## config.mk

```make
export PLATFORM = sky130hd
export DESIGN_NAME = alu_share_ctrl
export DESIGN_NICKNAME = d
export VERILOG_FILES = /design/src/rtl/alu_share_ctrl.sv
export SDC_FILE = /design/constraint.sdc
export NUM_CORES = 1
export LEC_CHECK = 0
export CAP_MARGIN = 20
export CORE_MARGIN = 3
export CORE_UTILIZATION = 36
export CTS_CLUSTER_DIAMETER = 50
export DETAILED_ROUTE_END_ITERATION = 8
export GPL_TIMING_DRIVEN = 0
export MAX_ROUTING_LAYER = met4
export PLACE_DENSITY_LB_ADDON = 0.12
export SLEW_MARGIN = 15
export SYNTH_ARGS = -nofsm -noshare
export SYNTH_HDL_FRONTEND = slang
export SYNTH_SLANG_ARGS = --single-unit
```

## constraint.sdc

```tcl
create_clock -name clk -period 1.4 [get_ports clk]
set_input_delay 0.28 -clock clk [delete_from_list [all_inputs] [get_ports clk]]
set_output_delay 0.28 -clock clk [all_outputs]
set_load 0.02 [all_outputs]
```

## src/rtl/alu_share_ctrl.sv

```systemverilog
// alu_share_ctrl: shares one combinational ALU between two requesters.
// Requests are granted round-robin from IDLE. The operation is held on alu_*
// for one ISSUE cycle, and the result is then returned on the owner's response
// channel. This block holds the ZF/SF/OF condition codes.
module alu_share_ctrl #(
    parameter int WIDTH = 16,
    parameter int FUN_W = 4
) (
    input  logic             clk,
    input  logic             rst,
    input  logic             req0_valid,
    output logic             req0_ready,
    input  logic [WIDTH-1:0] req0_a,
    input  logic [WIDTH-1:0] req0_b,
    input  logic [FUN_W-1:0] req0_fun,
    input  logic             req0_setcc,
    output logic             rsp0_valid,
    input  logic             rsp0_ready,
    output logic [WIDTH-1:0] rsp0_data,
    input  logic             req1_valid,
    output logic             req1_ready,
    input  logic [WIDTH-1:0] req1_a,
    input  logic [WIDTH-1:0] req1_b,
    input  logic [FUN_W-1:0] req1_fun,
    input  logic             req1_setcc,
    output logic             rsp1_valid,
    input  logic             rsp1_ready,
    output logic [WIDTH-1:0] rsp1_data,
    output logic [WIDTH-1:0] alu_a,
    output logic [WIDTH-1:0] alu_b,
    output logic [FUN_W-1:0] alu_fun,
    input  logic [WIDTH-1:0] alu_valE,
    output logic             cc_zf,
    output logic             cc_sf,
    output logic             cc_of,
    output logic             busy
);

    typedef enum logic [1:0] {
        IDLE  = 2'd0,
        ISSUE = 2'd1,
        RESP  = 2'd2
    } state_t;

    localparam logic [FUN_W-1:0] FUN_ADD = FUN_W'(0);
    localparam logic [FUN_W-1:0] FUN_SUB = FUN_W'(1);

    state_t state;
    logic   lastGrant;
    logic   owner;
    logic   opSetcc;
    logic   anyReq;
    logic   grantSel;
    logic   rspTaken;

    // Two's-complement overflow of the issued operation. Only add and sub can
    // overflow. Logic ops and unknown codes report no overflow.
    function automatic logic calcOverflow(
        input logic [FUN_W-1:0]        fun,
        input logic signed [WIDTH-1:0] a,
        input logic signed [WIDTH-1:0] b,
        input logic signed [WIDTH-1:0] res
    );
        logic aNeg;
        logic bNeg;
        logic rNeg;
        aNeg = a[WIDTH-1];
        bNeg = b[WIDTH-1];
        rNeg = res[WIDTH-1];
        if (fun == FUN_ADD) begin
            return (aNeg == bNeg) && (rNeg != aNeg);
        end else if (fun == FUN_SUB) begin
            return (aNeg != bNeg) && (rNeg != aNeg);
        end else begin
            return 1'b0;
        end
    endfunction

    // Round-robin grant: a lone requester wins. On contention, the requester
    // that was not served last wins.
    always_comb begin
        anyReq   = req0_valid || req1_valid;
        grantSel = (req0_valid && req1_valid) ? ~lastGrant : req1_valid;
        rspTaken = owner ? rsp1_ready : rsp0_ready;
    end

    assign req0_ready = (state == IDLE) && !rst && anyReq && !grantSel;
    assign req1_ready = (state == IDLE) && !rst && anyReq && grantSel;
    assign busy       = (state != IDLE);

    // Sequencer: accept in IDLE, capture the ALU result in ISSUE, and hold the response in RESP.
    always_ff @(posedge clk) begin
        if (rst) begin
            state      <= IDLE;
            lastGrant  <= 1'b1;
            owner      <= 1'b0;
            opSetcc    <= 1'b0;
            alu_a      <= '0;
            alu_b      <= '0;
            alu_fun    <= '0;
            rsp0_valid <= 1'b0;
            rsp1_valid <= 1'b0;
            rsp0_data  <= '0;
            rsp1_data  <= '0;
            cc_zf      <= 1'b0;
            cc_sf      <= 1'b0;
            cc_of      <= 1'b0;
        end else begin
            case (state)
                IDLE: begin
                    if (anyReq) begin
                        owner   <= grantSel;
                        alu_a   <= grantSel ? req1_a : req0_a;
                        alu_b   <= grantSel ? req1_b : req0_b;
                        alu_fun <= grantSel ? req1_fun : req0_fun;
                        opSetcc <= grantSel ? req1_setcc : req0_setcc;
                        state   <= ISSUE;
                    end
                end
                // ---- ISSUE -> RESP: operands have settled through the ALU ----
                ISSUE: begin
                    if (owner) begin
                        rsp1_data  <= alu_valE;
                        rsp1_valid <= 1'b1;
                    end else begin
                        rsp0_data  <= alu_valE;
                        rsp0_valid <= 1'b1;
                    end
                    if (opSetcc) begin
                        cc_zf <= (alu_valE == '0);
                        cc_sf <= alu_valE[WIDTH-1];
                        cc_of <= calcOverflow(alu_fun, alu_a, alu_b, alu_valE);
                    end
                    state <= RESP;
                end
                RESP: begin
                    if (rspTaken) begin
                        rsp0_valid <= 1'b0;
                        rsp1_valid <= 1'b0;
                        lastGrant  <= owner;
                        state      <= IDLE;
                    end
                end
                default: begin
                    state <= IDLE;
                end
            endcase
        end
    end

endmodule

```

==> run_results.csv, run 1 <==
group,metric,value,unit
die,rows,34,
timing,finalCriticalPeriod,1.599,ns
detailed_routing,vias,3604,
clock_network,cts-root-buf,"clkbuf_8",
synthesis,synthesis.nets,485,
synthesis,yosys_most_used_dff,"dfxtp_1",
synthesis,synth_edf_count,0,
synthesis,synth_cell_types,31,
synthesis,syn_avg_cell_area,8.369,sq um
clock_network,cts_num_sinks,78,
die,die-height,101.1,um
critical_path,cp.arrival,1.32,ns
layout,nets,686,
timing,max_slew_margin,64.36,%
synthesis,ys_seq_elements,78,
timing,fmax,625.3,MHz
critical_path,cpMaxStageDelayCell,"dfxtp_4",
layout,final_common_cell,"nand2_1",
outcome,outcome,"finished, violations left",
synthesis,synth_top_area_cell,"dfxtp_1",
critical_path,worstPathRequired,1.12,ns
grt,first_global_vias,3465,
clock_network,worstSkewPairLatency,0.34,ns
clock_network,numCtsBuffers,9,
layout,fin_area,0.005703,sq mm
layout,finalNonFillerCells,703,
detailed_routing,wire_per_inst,15.82,um
detailed_routing,drc,0,
detailed_routing,wl,11.12,mm
detailed_routing,via_per_inst,5.127,
synthesis,synth_area,0.003256,sq mm
detailed_routing,drt_iter0_markers,81,
critical_path,path_class,"reg2out",
layout,layout_common_cells,"106 x nand2_1, 91 x clkdlybuf4s50_1, 75 x dfxtp_1",
power_and_ir_drop,p_total,6.443,mW
timing,rsz0062_at_grt,"yes",
synthesis,synth_top_area_share,47.96,%
critical_path,critPathMaxFanout,5,
grt,grt_max_degree,19,
detailed_routing,dr.pass1.iters,5,
placed_design,portBuffers,170,
critical_path,r2r_start,"state[1]",
placed_design,dpl.cell_count,667,
power_and_ir_drop,p_leak,2.460,nW
clock_network,h-tree-depth,3,
flow_run,drv_cap,0,
layout,num_antenna_cells,0,
synthesis,async_flop_share,0,%
power_and_ir_drop,power.density,1130,mW/mm^2
min_path,hp-start,"alu_valE[15]",
critical_path,cp_common_cell,"buf_6",
min_path,min_path_type,"in2reg",
synthesis,synth_warnings,0,
clock_network,cts.reportedPaths.clkPinSlew,0.09,ns
die,io_pins,172,
synthesis,synthCells,389,
timing,slew_viol_final,0,
timing,tightest_slew,0.5346,ns
layout,syn_to_final_growth,75.17,%
placed_design,dp_hpwl,8.011,mm
layout,n_fill_cell,793,
clock_network,cts_max_path_buffers,2,
die,start_util,37.15,%
timing,period_share,114.2,%
power_and_ir_drop,peakVddDrop,0.5106,mV
layout,multi_input_area,0.001615,sq mm
critical_path,path_cells,"nor2_4 -> buf_6 -> nand2_4 -> nor3_4 -> buf_6",
layout,regArea,0.001573,sq mm
timing,clock_skew,0.01541,ns
placed_design,place_area,0.005130,sq mm
die,core,0.008763,sq mm
timing,worst_slack,-0.1994,ns
critical_path,cpPeakStageDelay,0.37,ns
critical_path,end_kind,"primary output",
die,die_area,0.01022,sq mm
outcome,violations,"negative setup slack",
critical_path,critPathLaunchType,"flop",
timing,setup_violations,8,
layout,drive_gt1_share,14.79,%
detailed_routing,ant_nets,0,
grt,grtUsageTotal,21.26,%
timing,final_hold_viol_count,0,
critical_path,crit_path_start,"state[1]",
synthesis,synth_area_leaders,"dfxtp_1 48%, nand2_1 12%, a311oi_1 10%",
die,dieWidth,101.1,um
placed_design,place.gp.congestion,0.8338,
critical_path,r2r_setup_slack,-0.01,ns
synthesis,yosysSeqAreaShare,47.96,%
grt,antenna_found_initial,0,
clock_network,tritoncts,"done",
grt,grt_pass1_wl,16.77,mm
grt,grt_overflow,0,
per-stage QoR:
stage               hold slack, ns  TNS, ns  utilization, %  setup slack [ns]
global placement            0.4421   -20.95           58.54            -1.153
finish                      0.4314  -0.4734           65.08           -0.1994
CTS                         0.4091  -0.4968           61.78           -0.2497
floorplan                   0.4160        0               -           0.01845
global route                0.4375   -2.875           65.08           -0.2686
detailed placement          0.4471   -22.75           58.54            -1.170
where the power goes:
| part | internal [mW] | leakage [nW] | total, mW | switching [mW] |
|---|---|---|---|---|
| Combinational | 0.905 | 1.69 | 1.80 | 0.897 |
| Sequential | 2.41 | 0.642 | 2.53 | 0.119 |
| Clock | 1.25 | 0.124 | 2.11 | 0.862 |
worst paths after layout:
check	depth (start not counted)	to
worst max register to register	8	alu_fun[0]
worst min register to register	2	rsp1_data[12]
worst min-delay path	3	rsp1_data[15]
worst max-delay path	5	req1_ready
Yosys cell counts, drive strengths merged (2+ instances only):
master    n
dfxtp    78
nor2b     2
mux2i    18
inv       2
a311oi   37
o21ai     4
a21oi    59
clkbuf   15
nor2     23
buf      19
xnor2     3
nand3b    5
or4       2
nor3      2
nand2   107
nor4      3
timing repair:
| item | 4_1_cts | 5_1_grt |
|---|---|---|
| setup buffers | 8 | 12 |
| hold buffers | 0 | 0 |
| hold endpoints to repair | 0 | 0 |
| gates resized for setup | 128 | 46 |
| cloned | 0 | 5 |
| endpoints found under the setup margin | 128 | 67 |
| pin swaps | 3 | 6 |
worst max-delay path: cells and delay by family, from the launching register on:
kind / cells / cell delay, ns
AND/OR/NAND/NOR: 3 / 0.35
buffers and inverters: 2 / 0.26
flip-flops: 1 / 0.37
cells by family (layout without fill, tap and decap cells):
family	count (synthesis)	count (layout)	share of synthesized area (%)
mux	18	18	5.534
flops	78	78	47.96
xor+xnor	3	3	0.8072
compound gates	104	104	20.91
simple gates	150	150	19.41
buf+inv	36	242	5.381
sequential cells by signal (all words and copies together), names as in the netlist:
register and flops:
rsp0_data 16, alu_b 16, cc_sf 1, cc_zf 1, lastGrant 1, cc_of 1
rsp0_valid 1, owner 1, alu_fun 4, alu_a 16, opSetcc 1, rsp1_valid 1
rsp1_data 16, state 2
area by class of cell:
cell class	count	area share [%]
sequential	78	27.58
timing repair buffer	193	32.62
clock buffer	10	2.413
buffer	31	4.498
multi-input combinational	275	28.32
tap	108	2.369
clock inverter	6	2.018
inverter	2	0.1755
layer usage:
metal | vias up | share of wire, % | global-route usage (%)
li1 | 1774 | - | -
met1 | 1678 | 40 | 25.39
met2 | 138 | 49 | 34.66
met3 | 14 | 8.4 | 5.606
met4 | 0 | 1.8 | 7.260
met5 | - | 0 | -
Note: power is estimated with default switching activity, not from simulation.
==> run 2, diff against run 1 <==
--- a/config.mk
+++ b/config.mk
@@ -12,7 +12,7 @@
 export DETAILED_ROUTE_END_ITERATION = 8
 export GPL_TIMING_DRIVEN = 0
 export MAX_ROUTING_LAYER = met4
-export PLACE_DENSITY_LB_ADDON = 0.12
+export PLACE_DENSITY = 0.88
 export SLEW_MARGIN = 15
 export SYNTH_ARGS = -nofsm -noshare
 export SYNTH_HDL_FRONTEND = slang
==> run 2 against run 1 <==
Net effect: the flow still finishes with violations (negative setup slack); global-route usage grew 0.21 points; clock power is 8% lower; die area unchanged; sequential power about the same; via count is 0.80% higher; hold slack improved by 0.0057 ns; final area fell by 2.8%; maximum frequency down 1.1%; total power decreased by 3.7%; core utilization fell by 1.8 points; critical path type unchanged.
==> run_results.csv, run 2 (synthesis gave the netlist of run 1 again) <==
group,metric,value,unit
layout,drive_gt1_share,13.33,%
min_path,min_path_type,"in2reg",
clock_network,tritoncts,"done",
critical_path,critPathLaunchType,"flop",
critical_path,cp.arrival,1.34,ns
timing,finalCriticalPeriod,1.617,ns
timing,clock_skew,0.009020,ns
power_and_ir_drop,p_leak,2.383,nW
timing,fmax,618.3,MHz
clock_network,cts_num_sinks,78,
detailed_routing,dr.pass1.iters,4,
timing,worst_slack,-0.2173,ns
clock_network,cts-root-buf,"clkbuf_8",
placed_design,dp_hpwl,8.412,mm
timing,setup_tns,-0.4874,ns
timing,period_share,115.5,%
detailed_routing,drc,0,
layout,layout_common_cells,"106 x nand2_1, 91 x clkdlybuf4s50_1, 75 x dfxtp_1",
power_and_ir_drop,power.density,1119,mW/mm^2
timing,slew_viol_final,0,
critical_path,critPathMaxFanout,3,
placed_design,pre_cts_slack,-1.182,ns
detailed_routing,ant_nets,0,
layout,final_common_cell,"nand2_1",
detailed_routing,wire_per_inst,16.33,um
die,start_util,37.15,%
placed_design,portBuffers,170,
die,core,0.008763,sq mm
layout,nets,676,
detailed_routing,wl,11.32,mm
outcome,violations,"negative setup slack",
grt,grtUsageTotal,21.47,%
clock_network,worstSkewPairLatency,0.34,ns
clock_network,cts_hold_repair.buffers,0,
grt,first_global_vias,3604,
layout,num_antenna_cells,0,
timing,max_slew_margin,64.18,%
die,die_area,0.01022,sq mm
power_and_ir_drop,peakVddDrop,0.5846,mV
outcome,outcome,"finished, violations left",
detailed_routing,via_per_inst,5.242,
critical_path,worstPathRequired,1.12,ns
flow_run,drv_cap,0,
die,die-height,101.1,um
clock_network,numCtsBuffers,9,
timing,setup_violations,3,
grt,grt_pass1_wl,17.02,mm
clock_network,cts.reportedPaths.clkPinSlew,0.08,ns
grt,grt_overflow,0,
detailed_routing,drt_iter0_markers,71,
timing,final_hold_viol_count,0,
placed_design,place.gp.congestion,0.8001,
grt,antenna_found_initial,0,
layout,syn_to_final_growth,70.22,%
clock_network,cts_max_path_buffers,2,
die,io_pins,172,
timing,tightest_slew,0.5373,ns
die,rows,34,
die,dieWidth,101.1,um
detailed_routing,vias,3633,
grt,grt_max_degree,14,
timing,rsz0062_at_grt,"yes",
critical_path,end_kind,"primary output",
clock_network,h-tree-depth,3,
critical_path,path_class,"reg2out",
[run 2: cell count changes in the layout (fill, tap and decap cells not counted), moves of 2 or more]
cell and delta:
buf_4 +2, buf_6 -3, buf_8 -3, clkbuf_16 -2, clkbuf_4 -3, clkdlybuf4s15_1 -2
dlygate4sd2_1 +2, inv_6 -2
[run 2: layer usage]
layer | vias to the layer above | GRT usage (%) | part of all wire (%)
met5 | - | - | 0
met4 | 0 | 6.544 | 1.1
met3 | 12 | 4.152 | 7.4
met2 | 155 | 37.32 | 51
met1 | 1715 | 24.93 | 41
li1 | 1751 | - | -
[run 2: report_power, final]
group	leakage (nW)	internal (mW)	switching (mW)
Sequential	0.642	2.41	0.122
Combinational	1.63	0.825	0.887
Clock	0.116	1.10	0.852
Total	2.38	4.34	1.86
[run 2: critical path: stages (launching register included)]
cell,delay (ns)
dfxtp_4,0.36
nor2_4,0.13
buf_6,0.14
nand2_8,0.06
nor3_4,0.16
buf_6,0.14
[run 2: path summary, 6_finish.rpt]
check,from,endpoint,slack (ns),cells past startpoint
min,alu_valE[15],rsp1_data[15],0.44,3
min reg2reg,rsp1_data[13],rsp1_data[13],0.46,2
max reg2reg,state[1],alu_b[6],0.06,6
max,state[1],req1_ready,-0.22,5
[run 2: stage by stage]
step	util, %	power, mW	instance area (sq um)	cells	hold WS (ns)
6_report	63.24	6.202	5542	693	0.4371
5_1_grt	63.24	6.477	5542	693	0.4788
4_1_cts	61.71	6.156	5408	691	0.4296
3_5_place_dp	58.54	4.257	5130	667	0.4518
3_3_place_gp	58.54	4.211	5130	667	0.4480
2_1_floorplan	-	3.415	3293	389	0.4160
[run 2: timing repair]
| action | CTS | global route |
|---|---|---|
| pin swaps | 2 | 4 |
| setup endpoints to repair | 127 | 50 |
| endpoints found under the hold margin | 0 | 0 |
| setup buffers | 10 | 5 |
| resized for setup | 123 | 43 |
[run 2: layout make-up]
cell class	instances	area, sq um
buffer	31	246.5
clock buffer	11	151.4
clock inverter	5	81.33
fill	786	3222
inverter	2	10.01
multi-input combinational	275	1627
sequential	78	1573
tap	108	135.1
timing repair buffer	183	1718
==> run 3, diff against run 2 <==
--- a/config.mk
+++ b/config.mk
@@ -5,6 +5,7 @@
 export SDC_FILE = /design/constraint.sdc
 export NUM_CORES = 1
 export LEC_CHECK = 0
+export ABC_CLOCK_PERIOD_IN_PS = 1400
 export CAP_MARGIN = 20
 export CORE_MARGIN = 3
 export CORE_UTILIZATION = 36
==> results of run 3 <==
No change in the layout: final DEF, timing and power equal those of run 2.
